`src/rtl/cpu_pkg.sv`:
```
// Shared CPU constants: next-PC opcodes and the default memory map used by
// the PC unit, CP0 and the instruction-memory model.
package cpu_pkg;

    localparam logic [3:0] NPC_SEQ  = 4'd0;
    localparam logic [3:0] NPC_BEQ  = 4'd1;
    localparam logic [3:0] NPC_J    = 4'd2;
    localparam logic [3:0] NPC_JR   = 4'd3;
    localparam logic [3:0] NPC_BNE  = 4'd4;
    localparam logic [3:0] NPC_BMSB = 4'd5;
    localparam logic [3:0] NPC_BGEZ = 4'd6;
    localparam logic [3:0] NPC_BLTZ = 4'd7;

    localparam logic [31:0] RESET_VEC_DEFAULT  = 32'h0000_3000;
    localparam logic [31:0] EXC_VEC_DEFAULT    = 32'h0000_4180;
    localparam logic [31:0] IMEM_BASE_DEFAULT  = 32'h0000_3000;
    localparam logic [31:0] IMEM_LIMIT_DEFAULT = 32'h0000_6FFC;

endpackage

```
`src/rtl/msb_index.sv`:
```
// 32-bit priority encoder: index of the most-significant set bit plus a
// nonzero flag (index is 0 when the input is zero).
module msb_index (
    input  logic [31:0] value,
    output logic [4:0]  index,
    output logic        nonzero
);

    always_comb begin
        index = 5'd0;
        // Ascending scan, so the highest set bit is the last assignment.
        for (int i = 0; i < 32; i++) begin
            if (value[i]) begin
                index = 5'(i);
            end
        end
    end

    assign nonzero = |value;

endmodule

```
`src/rtl/pc_unit_ex.sv`:
```
// Fetch-stage program counter: resolves next PC from D-stage branch/jump
// operands, with exception redirect, eret via EPC and fetch address checks.
module pc_unit_ex
    import cpu_pkg::*;
#(
    parameter int unsigned ADDR_W     = 32,
    parameter logic [31:0] RESET_VEC  = RESET_VEC_DEFAULT,
    parameter logic [31:0] EXC_VEC    = EXC_VEC_DEFAULT,
    parameter logic [31:0] IMEM_BASE  = IMEM_BASE_DEFAULT,
    parameter logic [31:0] IMEM_LIMIT = IMEM_LIMIT_DEFAULT
) (
    input  logic              clk,
    input  logic              reset,
    input  logic              stall,
    input  logic              imem_ready,
    input  logic [3:0]        next_pc_op,
    input  logic [31:0]       rs_data,
    input  logic [31:0]       rt_data,
    input  logic [15:0]       imm16,
    input  logic [25:0]       j_index,
    input  logic              exc_req,
    input  logic              eret_req,
    input  logic [ADDR_W-1:0] epc,
    output logic [ADDR_W-1:0] pc_out,
    output logic              branch_taken,
    output logic              fetch_adel
);

    logic [ADDR_W-1:0] pc_q, pc_d;
    logic [ADDR_W-1:0] pc_plus4, br_target, j_target;
    logic [31:0]       pc_ext, j_full;
    logic [4:0]        rs_msb, rt_msb;
    logic              rs_nz, rt_nz;
    logic              cond, is_branch, redirect_block;

    msb_index u_msb_rs (
        .value   (rs_data),
        .index   (rs_msb),
        .nonzero (rs_nz)
    );

    msb_index u_msb_rt (
        .value   (rt_data),
        .index   (rt_msb),
        .nonzero (rt_nz)
    );

    // Zero-extend so the region bits and range checks work for any ADDR_W.
    assign pc_ext    = 32'(pc_q);
    assign pc_plus4  = pc_q + ADDR_W'(4);
    assign br_target = pc_q + {{(ADDR_W-18){imm16[15]}}, imm16, 2'b00};
    assign j_full    = {pc_ext[31:28], j_index, 2'b00};
    assign j_target  = j_full[ADDR_W-1:0];

    always_comb begin
        cond      = 1'b0;
        is_branch = 1'b0;
        case (next_pc_op)
            NPC_BEQ: begin
                is_branch = 1'b1;
                cond      = (rs_data == rt_data);
            end
            NPC_BNE: begin
                is_branch = 1'b1;
                cond      = (rs_data != rt_data);
            end
            NPC_BMSB: begin
                is_branch = 1'b1;
                cond      = rs_nz & rt_nz & (rs_msb == rt_msb);
            end
            NPC_BGEZ: begin
                is_branch = 1'b1;
                cond      = ~rs_data[31];
            end
            NPC_BLTZ: begin
                is_branch = 1'b1;
                cond      = rs_data[31];
            end
            default: begin
                is_branch = 1'b0;
                cond      = 1'b0;
            end
        endcase
    end

    assign redirect_block = reset | exc_req | eret_req | stall;
    assign branch_taken   = is_branch & cond & ~redirect_block;

    always_comb begin
        pc_d = pc_q;
        if (reset) begin
            pc_d = RESET_VEC[ADDR_W-1:0];
        end else if (exc_req) begin
            pc_d = EXC_VEC[ADDR_W-1:0];
        end else if (eret_req) begin
            pc_d = epc;
        end else if (stall || !imem_ready) begin
            pc_d = pc_q;
        end else begin
            case (next_pc_op)
                NPC_J:    pc_d = j_target;
                NPC_JR:   pc_d = rs_data[ADDR_W-1:0];
                NPC_BEQ, NPC_BNE, NPC_BMSB, NPC_BGEZ, NPC_BLTZ:
                          pc_d = cond ? br_target : pc_plus4;
                default:  pc_d = pc_plus4;
            endcase
        end
    end

    always_ff @(posedge clk) begin
        pc_q <= pc_d;
    end

    assign pc_out     = pc_q;
    assign fetch_adel = (pc_q[1:0] != 2'b00) | (pc_ext < IMEM_BASE) | (pc_ext > IMEM_LIMIT);

endmodule

```
`config.mk`:
```
export PLATFORM = sky130hd
export DESIGN_NAME = pc_unit_ex
export DESIGN_NICKNAME = d
export VERILOG_FILES = /design/src/rtl/cpu_pkg.sv /design/src/rtl/msb_index.sv /design/src/rtl/pc_unit_ex.sv
export SDC_FILE = /design/constraint.sdc
export NUM_CORES = 1
export LEC_CHECK = 0
export BUFFER_PORTS_ARGS = -buffer_cell sky130_fd_sc_hd__buf_4
export CORE_ASPECT_RATIO = 0.8
export CORE_MARGIN = 2
export CORE_UTILIZATION = 58
export CTS_BUF_LIST = sky130_fd_sc_hd__clkbuf_4
export DETAILED_ROUTE_END_ITERATION = 7
export HOLD_SLACK_MARGIN = 0.08
export PLACE_DENSITY = 0.89
export RECOVER_POWER = 100
export SYNTH_ARGS = -nofsm -noshare
export SYNTH_HDL_FRONTEND = slang
export SYNTH_SLANG_ARGS = --single-unit
```
`constraint.sdc`:
```
create_clock -name clk -period 8.1 [get_ports clk]
set_input_delay 0.81 -clock clk [delete_from_list [all_inputs] [get_ports clk]]
set_output_delay 0.81 -clock clk [all_outputs]
set_load 0.05 [all_outputs]
```
==> flow_metrics.env, run 1 <==
export IMPL_status="complete, but fails checks"
export IMPL_violations="max-capacitance violations, max-slew violations"
export IMPL_portBuffers=181
export IMPL_slew_violations=80
export IMPL_synth_edf_count=0
export IMPL_hold_viol_final=0
export IMPL_die_width_um=115
export IMPL_power_switching_w=0.000306
export IMPL_fin_crit_sh_pct=68.1
export IMPL_holdPathEnd="pc_out[17]$_SDFFE_PP0P_"
export IMPL_worstPathRequired_ns=8.34
export IMPL_crit_fanout=42
export IMPL_cts_made_buffers=5
export IMPL_gp_congestion=1.10
export IMPL_pwr_share_seq_pct=26.7
export IMPL_insertion_delay_ns=0.36
export IMPL_overflow=0
export IMPL_cts_sinks=32
export IMPL_design_area_um2=7060
export IMPL_setup_violations=0
export IMPL_clock_skew_ns=0.0153
export IMPL_clkPwrFrac_pct=18.4
export IMPL_finalWirelength_mm=21.9
export IMPL_crit_chain="clkbuf_1, nand2b_1, or4_1, o21a_1, o31ai_4, clkbuf_1, a41oi_1, a21boi_0, o221a_2"
export IMPL_p_per_area_nw_per_um2=97.5
export IMPL_antenna_found_initial=0
export IMPL_grt_use_total_pct=38.9
export IMPL_path_clk_slew_ns=0.11
export IMPL_min_period_ns=5.52
export IMPL_wl_per_cell_um=19.6
export IMPL_drtPass1Iterations=6
export IMPL_whs_path_depth=2
export IMPL_reg2reg_setup_slack_ns=4.47
export IMPL_topRoutingLayerUsed="met4"
export IMPL_r2r_end="pc_out[28]$_SDFFE_PP0P_"
export IMPL_clockBufferDepth=2
export IMPL_grt_pass1_vias=6397
export IMPL_avgSynthCellArea_um2=6.97
export IMPL_slowest_delay_ns=1.59
export IMPL_seq_area_frac_synth_pct=11.1
export IMPL_tightest_slew_ns=2.25
export IMPL_dr_wl_met3_mm=2.49
export IMPL_synth_area_um2=5760
export IMPL_combPwrFrac_pct=54.9
export IMPL_worstSetupEndpointType="flop"
export IMPL_cp_start_kind="input pin"
export IMPL_grt_setup_unrepaired="no"
export IMPL_placed_cell_area_um2=7150
export IMPL_vias_per_cell=6.54
export IMPL_layout_setup_ws_ns=2.58
export IMPL_min_from="pc_out[17]$_SDFFE_PP0P_"
export IMPL_ys_async_sr_fraction_pct=0
export IMPL_drtAntennaViolNets=0
export IMPL_p_leak_nw=2.84
export IMPL_holdCritPathClass="reg2reg"
export IMPL_fill_cells=870
export IMPL_grt_pass1_wl_mm=33.1
export IMPL_row_count=32
export IMPL_netlist_instances=826
export IMPL_finalPower_w=0.000689
export IMPL_crit_type="in2reg"
export IMPL_cts_tree="yes"
export IMPL_slowest_stage="clkbuf_1"
export IMPL_largest_reg_flops=30
export IMPL_critPathTopFamily="buffers and inverters"
export IMPL_postCtsSetupBuffers=0
export IMPL_crit_path_frequent_cell="clkbuf_1"
export IMPL_r2r_start="pc_out[2]$_SDFFE_PP0P_"
export IMPL_final_cell_mix="buf_4 (149), o21ai_0 (77), nor2_1 (76)"
export IMPL_reg2reg_depth=11
export IMPL_yosys_warnings=0
export IMPL_max_freq_mhz=181
export IMPL_h_tree_depth=2
export IMPL_fp_dieH_um=93.1
export IMPL_irDropWorstVdd_mv=0.0546
export IMPL_grt_max_degree=43
export IMPL_initial_utilization_pct=59.7
export IMPL_post_place_ws_ns=3.91
export IMPL_post_dp_hpwl_mm=16.9
export IMPL_cts_resized=0
export IMPL_die_area_um2=10700
export IMPL_arrival_ns=5.76
export IMPL_final_nets=1158
export IMPL_root_buffer="clkbuf_4"
export IMPL_remaining_drc_errors=0
export IMPL_postCtsHoldBufs=0
export IMPL_synth_nets=1005
export IMPL_tns_ns=0
export IMPL_yosys_register_bits=32
export IMPL_maxSlewHeadroom_pct=-49.7
export IMPL_areaGrowthSynthToFinish_pct=22.6
export IMPL_coreArea_um2=9650
export IMPL_num_antenna_cells=0
export IMPL_routed_wl_met2_mm=9.47
export IMPL_final_common_cell="buf_4"
export IMPL_crit_buf_inv=2
export IMPL_maxCapViolCount=2
export IMPL_drt_iter0_markers=861
export IMPL_io_pins=182
export IMPL_p_int_w=0.000382
export IMPL_sw_frac_of_total_pct=44.5
export IMPL_synthFlopType="dfxtp_1"
export IMPL_critical_path_depth=9
export IMPL_met1Wirelength_mm=9.27
export IMPL_drive_gt1_share_pct=17.9
export IMPL_synth_cell_type_count=74
export IMPL_vias=7298
==> metrics by stage <==
step | hold slack, ns | utilization [%] | std cells
after floorplan | 0.764 | - | 826
after global placement | 0.583 | 74.1 | 1108
after detailed placement | 0.597 | 74.1 | 1108
after CTS | 0.621 | 74.8 | 1116
after global routing | 0.635 | 73.2 | 1116
final | 0.621 | 73.2 | 1116
==> power groups by stage <==
stage                     Sequential, W  Combinational, W  Clock (W)
after floorplan                0.000209          0.000203          0
after global placement         0.000186          0.000372          0
after detailed placement       0.000186          0.000374          0
after CTS                      0.000183          0.000376   0.000123
after global routing           0.000185          0.000404   0.000130
final                          0.000184          0.000378   0.000127
==> layer usage <==
metal  global-route usage, %  vias up
met4                    9.54        0
li1                        -     3433
met2                    58.5      489
met5                       0        -
met1                    55.9     3305
met3                    9.01       71
==> final cells by class <==
class | count | area [µm²] | share of cell area [%]
Tap cell | 136 | 170 | 2.41
Sequential cell | 32 | 641 | 9.07
Clock buffer | 5 | 37.5 | 0.532
Inverter | 25 | 93.8 | 1.33
Clock inverter | 3 | 37.5 | 0.532
Multi-Input combinational cell | 730 | 4830 | 68.4
Timing Repair Buffer | 185 | 1250 | 17.8
==> synthesized netlist by cell type (all sizes together), types with 7 or more instances <==
library cell,number,area (µm²)
a211oi,14,115
or3,7,43.8
a21o,12,90.1
nand2,55,206
a21oi,63,315
nand3,32,165
xnor2,70,613
mux2i,34,340
a221oi,16,159
buf,8,55.1
nand2b,13,81.3
ha,30,375
or4,9,71.3
nand4,13,81.3
nor2,76,285
inv,25,93.8
o211ai,12,90.1
clkbuf,31,116
o21ai,79,399
dfxtp,32,641
o31ai,8,73.8
nor4,21,131
nor2b,8,50.1
and3,14,87.6
a31oi,11,68.8
nor3,42,210
xor2,16,140
==> worst max-delay path by stage <==
| stage | endpoint | from | slack, ns |
|---|---|---|---|
| final | pc_out[27]$_SDFFE_PP0P_ | next_pc_op[0] | 2.58 |
| after global routing | pc_out[27]$_SDFFE_PP0P_ | next_pc_op[0] | 2.34 |
| after CTS | branch_taken | rt_data[2] | 3.88 |
| after detailed placement | branch_taken | rt_data[2] | 3.91 |
| after global placement | branch_taken | rt_data[2] | 3.90 |
| after floorplan | branch_taken | rt_data[13] | 3.54 |
==> cell families after synthesis <==
kind of cell,after synthesis,synth area share [%]
buffers and inverters,64,4.61
AND/OR/NAND/NOR,308,27.0
XOR/XNOR,86,13.1
adder cells (fa/ha/maj),31,6.87
flip-flops,32,11.1
multiplexers,34,5.91
AO/OA/AOI/OAI,271,31.5
==> tightest hold or removal path, cell delays in order (launching register included) <==
cell      delay, ns
dfxtp_1        0.39
nor2_1         0.12
a211oi_1       0.07
Note: power is estimated with default switching activity, not from simulation.
==> run 2, diff against run 1 <==
--- a/config.mk
+++ b/config.mk
@@ -8,11 +8,11 @@
 export BUFFER_PORTS_ARGS = -buffer_cell sky130_fd_sc_hd__buf_4
 export CORE_ASPECT_RATIO = 0.8
 export CORE_MARGIN = 2
-export CORE_UTILIZATION = 58
+export CORE_UTILIZATION = 49
 export CTS_BUF_LIST = sky130_fd_sc_hd__clkbuf_4
 export DETAILED_ROUTE_END_ITERATION = 7
 export HOLD_SLACK_MARGIN = 0.08
-export PLACE_DENSITY = 0.89
+export PLACE_DENSITY = 0.8
 export RECOVER_POWER = 100
 export SYNTH_ARGS = -nofsm -noshare
 export SYNTH_HDL_FRONTEND = slang
==> constraint.sdc (replaced) <==
create_clock -name clk -period 4.7 [get_ports clk]
set_input_delay 0.47 -clock clk [delete_from_list [all_inputs] [get_ports clk]]
set_output_delay 0.47 -clock clk [all_outputs]
set_load 0.05 [all_outputs]
==> run 2 against run 1 <==
The flow now finishes without violations. Total power up 73%. Highest routed layer unchanged. Register-to-register slack worse by 3.5 ns. Critical endpoint is now branch_taken. Global-route usage is 5.2 points lower. Via count decreased by 0.88%. Die area is 18% higher. Largest cell class unchanged. Final cell count increased by 1.4%. Critical path depth is 2 higher.
==> flow_metrics.env, run 2 (same netlist as run 1, synthesis figures left out) <==
export IMPL_cp_start_kind="input pin"
export IMPL_instances_no_fill=1132
export IMPL_remaining_drc_errors=0
export IMPL_io_pins=182
export IMPL_post_dp_hpwl_mm=17.5
export IMPL_fin_crit_sh_pct=81.7
export IMPL_crit_type="in2out"
export IMPL_initial_utilization_pct=50.2
export IMPL_grt_pass1_vias=6417
export IMPL_min_period_ns=3.84
export IMPL_die_width_um=125
export IMPL_reg2reg_setup_slack_ns=0.93
export IMPL_maxCapViolCount=0
export IMPL_final_common_cell="buf_4"
export IMPL_root_buffer="clkbuf_4"
export IMPL_worstSetupEndpointType="output pin"
export IMPL_slew_violations=0
export IMPL_portBuffers=181
export IMPL_placed_cell_area_um2=7190
export IMPL_tightest_slew_ns=1.04
export IMPL_num_antenna_cells=0
export IMPL_postCtsSetupBuffers=0
export IMPL_worstPathRequired_ns=4.23
export IMPL_insertion_delay_ns=0.37
export IMPL_vias_per_cell=6.39
export IMPL_max_freq_mhz=261
export IMPL_clock_skew_ns=0.0164
export IMPL_final_nets=1162
export IMPL_drt_iter0_markers=834
export IMPL_crit_fanout=13
export IMPL_overflow=0
export IMPL_row_count=35
export IMPL_cts_tree="yes"
export IMPL_fp_dieH_um=101
export IMPL_finalWirelength_mm=22.4
export IMPL_drive_gt1_share_pct=18.2
export IMPL_arrival_ns=3.37
export IMPL_dp_cells=1124
export IMPL_h_tree_depth=2
export IMPL_vias=7234
export IMPL_cts_resized=0
export IMPL_antenna_found_initial=0
export IMPL_status="complete, no violations"
export IMPL_gp_congestion=1.02
export IMPL_irDropWorstVdd_mv=0.160
export IMPL_hold_viol_final=0
export IMPL_fill_cells=1130
export IMPL_grt_max_degree=40
export IMPL_tns_ns=0
export IMPL_design_area_um2=7090
export IMPL_cts_made_buffers=5
export IMPL_coreArea_um2=11500
export IMPL_drtPass1Iterations=5
export IMPL_grt_use_total_pct=33.7
export IMPL_largest_reg_flops=30
export IMPL_clockBufferDepth=2
export IMPL_p_per_area_nw_per_um2=168
export IMPL_cts_sinks=32
export IMPL_areaGrowthSynthToFinish_pct=23.2
export IMPL_grt_setup_unrepaired="no"
export IMPL_maxSlewHeadroom_pct=30.7
export IMPL_path_clk_slew_ns=0.12
export IMPL_drtAntennaViolNets=0
export IMPL_p_leak_nw=2.87
export IMPL_postCtsHoldBufs=0
export IMPL_grt_pass1_wl_mm=34.2
export IMPL_setup_violations=0
export IMPL_wl_per_cell_um=19.8
export IMPL_die_area_um2=12600
export IMPL_final_cell_mix="buf_4 (154), o21ai_0 (77), nor2_1 (76)"
export IMPL_holdCritPathClass="in2reg"
==> run 2: routing by layer <==
metal	GRT usage, %	up-vias	wire length, µm
met1	48.8	3300	9710
met5	0	-	0
met3	8.76	49	2640
li1	-	3439	-
met4	8.03	0	501
met2	49.9	446	9570
==> run 2: power by group <==
part | total, W | internal, W | switching, W
logic | 0.000650 | 0.000264 | 0.000386
clock network | 0.000222 | 0.000109 | 0.000114
registers | 0.000317 | 0.000286 | 0.0000309
total | 0.00119 | 0.000658 | 0.000531
==> run 2: worst max-delay path, cell delays in order <==
cell and delay, ns:
clkbuf_1 0.13, or4_1 0.62, o21bai_1 0.35, a21oi_1 0.14, o21ai_0 0.27, xnor2_1 0.17, nand3_1 0.15, o31ai_1 0.34
buf_4 0.27, nor4b_2 0.22, buf_4 0.24
==> run 2: final cells by class <==
type                    instances  area [µm²]  share of cell area [%]
multi-input cells             730        4810                    67.8
repair buffers                189        1290                    18.2
flip-flops and latches         32         641                    9.03
well taps                     148         185                    2.61
inverters                      25        93.8                    1.32
clock buffers                   5        37.5                   0.529
clock inverters                 3        37.5                   0.529
==> run 2: through the flow <==
step                      utilization [%]  total power [W]  setup slack, ns  hold slack [ns]
after floorplan                         -         0.000712            0.820            0.549
after global placement               62.7         0.000970             1.02            0.574
after detailed placement             62.7         0.000970             1.08            0.576
after CTS                            63.3          0.00119             1.04            0.317
after global routing                 61.8          0.00125            0.566            0.328
final                                61.8          0.00119            0.862            0.325
==> run 2: final timing paths <==
path | cells past startpoint | start | endpoint
worst max-delay path | 11 | rt_data[9] | branch_taken
worst min-delay path | 2 | reset | pc_out[7]$_SDFFE_PP0P_
worst max register to register | 11 | pc_out[9]$_SDFFE_PP0P_ | pc_out[27]$_SDFFE_PP0P_
worst min register to register | 2 | pc_out[22]$_SDFFE_PP0P_ | pc_out[22]$_SDFFE_PP0P_
